### src/rtl/adder_pkg.sv
// Shared types and widths for the accumulator stage and its prefix adder.
package adder_pkg;

    localparam int unsigned ADD_W     = 16;
    localparam int unsigned CNT_W_DEF = 8;

    typedef enum logic [1:0] {
        IDLE  = 2'd0,
        ACCUM = 2'd1,
        DONE  = 2'd2
    } acc_state_t;

endpackage

### src/rtl/adder_accum_ctrl_if.sv
// Operand stream, result stream and control for the accumulator stage.
interface adder_accum_ctrl_if
    import adder_pkg::*;
#(
    parameter int unsigned WIDTH = ADD_W,
    parameter int unsigned CNT_W = CNT_W_DEF
);

    logic             start;
    logic [CNT_W-1:0] len;
    logic             in_valid;
    logic [WIDTH-1:0] in_data;
    logic             in_ready;
    logic             out_valid;
    logic [WIDTH-1:0] out_sum;
    logic             out_ovf;
    logic [CNT_W-1:0] out_count;
    logic             out_ready;
    logic             busy;

    modport master (
        output start, len, in_valid, in_data, out_ready,
        input  in_ready, out_valid, out_sum, out_ovf, out_count, busy
    );

    modport slave (
        input  start, len, in_valid, in_data, out_ready,
        output in_ready, out_valid, out_sum, out_ovf, out_count, busy
    );

endinterface

### src/rtl/adder_accum_ctrl.sv
// Accumulates a stream of len operands through an external adder and
// returns the wrapped sum, sticky carry flag and operand count.
module adder_accum_ctrl
    import adder_pkg::*;
#(
    parameter int unsigned WIDTH = ADD_W,
    parameter int unsigned CNT_W = CNT_W_DEF
)(
    input  logic                clk,
    input  logic                rst_n,
    adder_accum_ctrl_if.slave   bus,
    output logic [WIDTH-1:0]    adder_a,
    output logic [WIDTH-1:0]    adder_b,
    input  logic [WIDTH-1:0]    adder_sum,
    input  logic                adder_cout
);

    acc_state_t       state;
    acc_state_t       state_n;
    logic [WIDTH-1:0] acc;
    logic [WIDTH-1:0] acc_n;
    logic             ovf;
    logic             ovf_n;
    logic [CNT_W-1:0] cnt;
    logic [CNT_W-1:0] cnt_n;
    logic [CNT_W-1:0] cnt_inc;
    logic [CNT_W-1:0] len_q;
    logic [CNT_W-1:0] len_n;
    logic             in_ready;
    logic             out_valid;
    logic             busy;

    assign cnt_inc = cnt + CNT_W'(1);

    // Next state and datapath updates
    always_comb begin
        state_n = state;
        acc_n   = acc;
        ovf_n   = ovf;
        cnt_n   = cnt;
        len_n   = len_q;
        case (state)
            IDLE: begin
                if (bus.start) begin
                    acc_n   = '0;
                    ovf_n   = 1'b0;
                    cnt_n   = '0;
                    len_n   = bus.len;
                    state_n = (bus.len != '0) ? ACCUM : DONE;
                end
            end
            ACCUM: begin
                if (bus.in_valid) begin
                    acc_n = adder_sum;
                    ovf_n = ovf | adder_cout;
                    cnt_n = cnt_inc;
                    if (cnt_inc == len_q) begin
                        state_n = DONE;
                    end
                end
            end
            DONE: begin
                if (bus.out_ready) begin
                    state_n = IDLE;
                end
            end
            default: state_n = IDLE;
        endcase
    end

    // Handshake flags are registered from the next state so they align with it
    always_ff @(posedge clk or negedge rst_n) begin
        if (!rst_n) begin
            state     <= IDLE;
            acc       <= '0;
            ovf       <= 1'b0;
            cnt       <= '0;
            len_q     <= '0;
            in_ready  <= 1'b0;
            out_valid <= 1'b0;
            busy      <= 1'b0;
        end else begin
            state     <= state_n;
            acc       <= acc_n;
            ovf       <= ovf_n;
            cnt       <= cnt_n;
            len_q     <= len_n;
            in_ready  <= (state_n == ACCUM);
            out_valid <= (state_n == DONE);
            busy      <= (state_n != IDLE);
        end
    end

    assign bus.in_ready  = in_ready;
    assign bus.out_valid = out_valid;
    assign bus.busy      = busy;
    assign bus.out_sum   = acc;
    assign bus.out_ovf   = ovf;
    assign bus.out_count = cnt;
    assign adder_a       = acc;
    assign adder_b       = bus.in_data;

endmodule

### src/flat_wrapper.sv
// flat-port wrapper written by rule: the top's interface ports become plain ports
module adder_accum_ctrl_flat import adder_pkg::*;
#(
    parameter int unsigned WIDTH = ADD_W,
    parameter int unsigned CNT_W = CNT_W_DEF
)
  (clk, rst_n, adder_a, adder_b, adder_sum, adder_cout, bus_start, bus_len, bus_in_valid, bus_in_data, bus_out_ready, bus_in_ready, bus_out_valid, bus_out_sum, bus_out_ovf, bus_out_count, bus_busy);
  adder_accum_ctrl_if #(.WIDTH(WIDTH), .CNT_W(CNT_W)) bus_i ();
  input  logic clk;
  input  logic rst_n;
  output logic [WIDTH-1:0] adder_a;
  output logic [WIDTH-1:0] adder_b;
  input  logic [WIDTH-1:0] adder_sum;
  input  logic adder_cout;
  input wire logic [$bits(bus_i.start)-1:0] bus_start;
  input wire logic [$bits(bus_i.len)-1:0] bus_len;
  input wire logic [$bits(bus_i.in_valid)-1:0] bus_in_valid;
  input wire logic [$bits(bus_i.in_data)-1:0] bus_in_data;
  input wire logic [$bits(bus_i.out_ready)-1:0] bus_out_ready;
  output wire logic [$bits(bus_i.in_ready)-1:0] bus_in_ready;
  output wire logic [$bits(bus_i.out_valid)-1:0] bus_out_valid;
  output wire logic [$bits(bus_i.out_sum)-1:0] bus_out_sum;
  output wire logic [$bits(bus_i.out_ovf)-1:0] bus_out_ovf;
  output wire logic [$bits(bus_i.out_count)-1:0] bus_out_count;
  output wire logic [$bits(bus_i.busy)-1:0] bus_busy;
  assign bus_i.start = bus_start;
  assign bus_i.len = bus_len;
  assign bus_i.in_valid = bus_in_valid;
  assign bus_i.in_data = bus_in_data;
  assign bus_i.out_ready = bus_out_ready;
  assign bus_in_ready = bus_i.in_ready;
  assign bus_out_valid = bus_i.out_valid;
  assign bus_out_sum = bus_i.out_sum;
  assign bus_out_ovf = bus_i.out_ovf;
  assign bus_out_count = bus_i.out_count;
  assign bus_busy = bus_i.busy;
  adder_accum_ctrl #(.WIDTH(WIDTH), .CNT_W(CNT_W)) u_core (.clk(clk), .rst_n(rst_n), .bus(bus_i), .adder_a(adder_a), .adder_b(adder_b), .adder_sum(adder_sum), .adder_cout(adder_cout));
endmodule
### config.mk
export PLATFORM = sky130hd
export DESIGN_NAME = adder_accum_ctrl_flat
export DESIGN_NICKNAME = d
export VERILOG_FILES = /design/src/rtl/adder_pkg.sv /design/src/rtl/adder_accum_ctrl_if.sv /design/src/rtl/adder_accum_ctrl.sv /design/src/flat_wrapper.sv
export SDC_FILE = /design/constraint.sdc
export NUM_CORES = 1
export LEC_CHECK = 0
export CORE_MARGIN = 5
export CORE_UTILIZATION = 42
export DETAILED_ROUTE_END_ITERATION = 8
export GPL_TIMING_DRIVEN = 0
export PLACE_DENSITY = 0.87
export SLEW_MARGIN = 20
export SYNTH_ARGS = -nofsm -noshare
export SYNTH_HDL_FRONTEND = slang
export SYNTH_SLANG_ARGS = --single-unit
### constraint.sdc
create_clock -name clk -period 5.1 [get_ports clk]
set_clock_uncertainty 0.15 [all_clocks]
set_input_delay 0.51 -clock clk [delete_from_list [all_inputs] [get_ports clk]]
set_output_delay 0.51 -clock clk [all_outputs]
set_load 0.02 [all_outputs]
==> metrics.md <==
| Metric | Value |
|---|---|
| Mapped cell area | `2000 um^2` |
| Cts hold-fix bufs | `0` |
| # diodes | `0` |
| Clock transition at the registers of the reported paths | `0.07 ns` |
| Number of max-cap violations | `0` |
| IO buf count | `88` |
| Mapped Cells | `205` |
| Initial antenna violation count | `0` |
| Yosys cell types | `33` |
| 1st-iter DRT viols | `38` |
| Detailed-route wire length per cell | `14.0 um` |
| Mean post-synth cell area | `9.75 um^2` |
| DP Area | `2970 um^2` |
| Most used DFF post-synth | `dfrtp_1` |
| Tot GR Track Use | `0.169` |
| Total power | `0.00150 W` |
| Synth area leader | `dfrtp_1` |
| # DRC | `0` |
| TritonCTS Buffers | `5` |
| Slew Limit Fails | `0` |
| Critical path peak fanout | `7` |
| Fin area | `3050 um^2` |
| Status | `finished clean` |
| Die W | `79.0 um` |
| Synth top area cells | `dfrtp_1 48%, buf_4 12%, nand2_1 6.6%` |
| Clk_lat worst skew | `0.28 ns` |
| Crit. End Element | `flip-flop` |
| Count leader, synth | `dfrtp_1` |
| P&R area growth vs syn | `52.4%` |
| TritonCTS clock tree | `done` |
| DR vias/cell | `4.95` |
| Placed Cells | `348` |
| # fillers | `401` |
| H-tree lvl count | `2` |
| Capturing point of the worst reg2reg path | `u_core.state[0]` |
| Die area | `6240 um^2` |
| Max clock buf depth | `2` |
| IO Pins | `106` |
| Dpl ws | `2.62 ns` |
| Final setup fails | `0` |
| R2R depth | `6` |
| Root Driver | `clkbuf_8` |
| Peak supply drop | `0.271 mV` |
| Vias | `1757` |
| Vias in the first global route | `1804` |
| Num rows | `25` |
| Final WS setup | `2.78 ns` |
| Worst-Margin Slew | `0.757 ns` |
| Core ar. | `4660 um^2` |
| Hold WC Path Type | `in -> async` |
| DR pass1 iterations | `4` |
| RR Startpoint | `u_core.bus.out_count[0]` |
| Max Clk Rate | `0.431 GHz` |
| CP Class | `reg -> reg` |
| Yosys reg bits | `38` |
| Final Hold Vio Count | `0` |
| RSZ-0062 raised after global routing | `false` |
| Clk sinks | `38` |
| HPWL Detailed | `3990 um` |
| Die Ht | `79.0 um` |
| GR Overflow Total | `0` |
| Setup bufs post-CTS | `0` |
| Startpoint types | `flip-flop` |
| Nets@finish | `348` |
| First-pass GRT wire length | `8310 um` |
| Setup TNS | `0 ns` |
| Final min period | `2.32 ns` |
| Synth cell count leaders | `38 x dfrtp_1, 35 x nand2_1, 32 x buf_4` |
| Ys Warns | `0` |
| Pin count of the biggest net entering global routing | `23` |
| Final wirelength | `4970 um` |
| Reg2Reg Setup Slack | `2.78 ns` |
| Post_cts resized | `0` |
| Worst path required time | `5.08 ns` |
| Final Cycle Share | `0.455` |
| Antenna Nets Post-Route | `0` |
| GP Congestion | `0.837` |
| Sequential fraction of the synthesis area | `0.476` |
| Slew Limit Headroom | `0.491` |
| Pleak | `1.36 nW` |
| Layout cell share with drive strength beyond 1 | `0.173` |
| Initial Utilization | `0.429` |
| Post-synth ARST share | `1.00` |
| Post-synth EDFFs | `0` |
| P per Cell Area | `491 nW/um^2` |
| Final Non-Filler Cells | `355` |
| CP Data Arrival Time | `2.30 ns` |
| Area share of the largest cell type after synthesis | `0.476` |
| Syn_nets | `252` |
worst max-delay path, cell delays in order (launching register included):
cell	delay, ns
dfrtp_1	0.46
ha_1	0.35
xor2_1	0.16
nor2_1	0.11
nand4_1	0.11
nor4_1	0.66
a221oi_1	0.17
registers in the layout, summed over array words and instances (netlist names):
| signal | count |
|---|---|
| u_core.state | 2 |
| u_core.adder_a | 16 |
| u_core.bus.busy | 1 |
| u_core.bus.out_ovf | 1 |
| u_core.bus.out_count | 8 |
| u_core.bus.out_valid | 1 |
| u_core.bus.in_ready | 1 |
| u_core.len_q | 8 |
power by group:
group	internal, W	total (W)	switching, W
clock	0.0000942	0.000194	0.000100
sequential	0.000408	0.000505	0.0000969
combinational	0.000426	0.000797	0.000371
layout by cell type, fill, tap and decap left out:
master	n
a21oi_1	1
or4_1	1
a32o_1	1
buf_4	32
buf_6	1
o21ai_0	26
xnor2_1	5
nor3_1	1
a21o_1	2
or4_4	2
nor4_1	1
xor3_1	1
a31oi_1	2
clkdlybuf4s50_1	87
nor2b_1	5
o21ai_1	1
o31ai_1	3
clkbuf_8	5
o22ai_1	1
buf_16	1
a21oi_2	1
inv_1	1
dfrtp_1	38
clkbuf_1	10
xor2_1	7
nand3_1	6
and4_1	1
nand2b_1	1
nand2_1	35
a221oi_1	2
buf_2	2
nand4_1	1
nor2_1	5
ha_1	1
and3_1	3
mux2_2	8
stage by stage:
stage           util  hold slack, ns
2_1_floorplan      -          0.0644
3_3_place_gp   0.632           0.323
3_5_place_dp   0.637           0.322
4_1_cts        0.653         0.00969
5_1_grt        0.653          0.0258
6_report       0.653         0.00410
how the worst max path moves through the flow:
stage / from / to / slack (ns) / cells after the start
finish: u_core.bus.out_count[0] / u_core.state[0] / 2.78 / 6
global route: u_core.bus.out_count[0] / u_core.bus.in_ready / 2.61 / 6
CTS: u_core.bus.out_count[0] / u_core.bus.in_ready / 2.75 / 6
detailed placement: bus_len[5] / u_core.bus.out_valid / 2.62 / 5
global placement: rst_n / u_core.adder_a[0] / 2.54 / 1
floorplan: u_core.bus.out_count[0] / u_core.bus.in_ready / 3.07 / 6
cell type report:
type / instances / area [um^2] / area share
tap: 54 / 67.6 / 0.0222
timing repair buffer: 89 / 903 / 0.297
multi-input combinational: 124 / 757 / 0.249
sequential: 38 / 951 / 0.312
buffer: 42 / 287 / 0.0941
inverter: 1 / 3.75 / 0.00123
clock buffer: 7 / 76.3 / 0.0251
cell families (layout without fill, tap and decap cells):
| family | after synthesis | in the layout | synth area share |
|---|---|---|---|
| DFF | 38 | 38 | 0.476 |
| and+or+nand+nor | 62 | 62 | 0.147 |
| muxes | 8 | 8 | 0.0451 |
| buffers and inverters | 43 | 139 | 0.145 |
| xor gates and xnor gates | 13 | 13 | 0.0645 |
| AOI/OAI and AO/OA | 40 | 40 | 0.116 |
| adders and majority gates | 1 | 1 | 0.00626 |
layer usage:
| layer | routed length (um) | GRT usage |
|---|---|---|
| met1 | 1920 | 0.187 |
| met2 | 2640 | 0.307 |
| met3 | 354 | 0.0544 |
| met4 | 59 | 0.0498 |
| met5 | 0 | 0 |
Power figures use the tool's default switching activity.
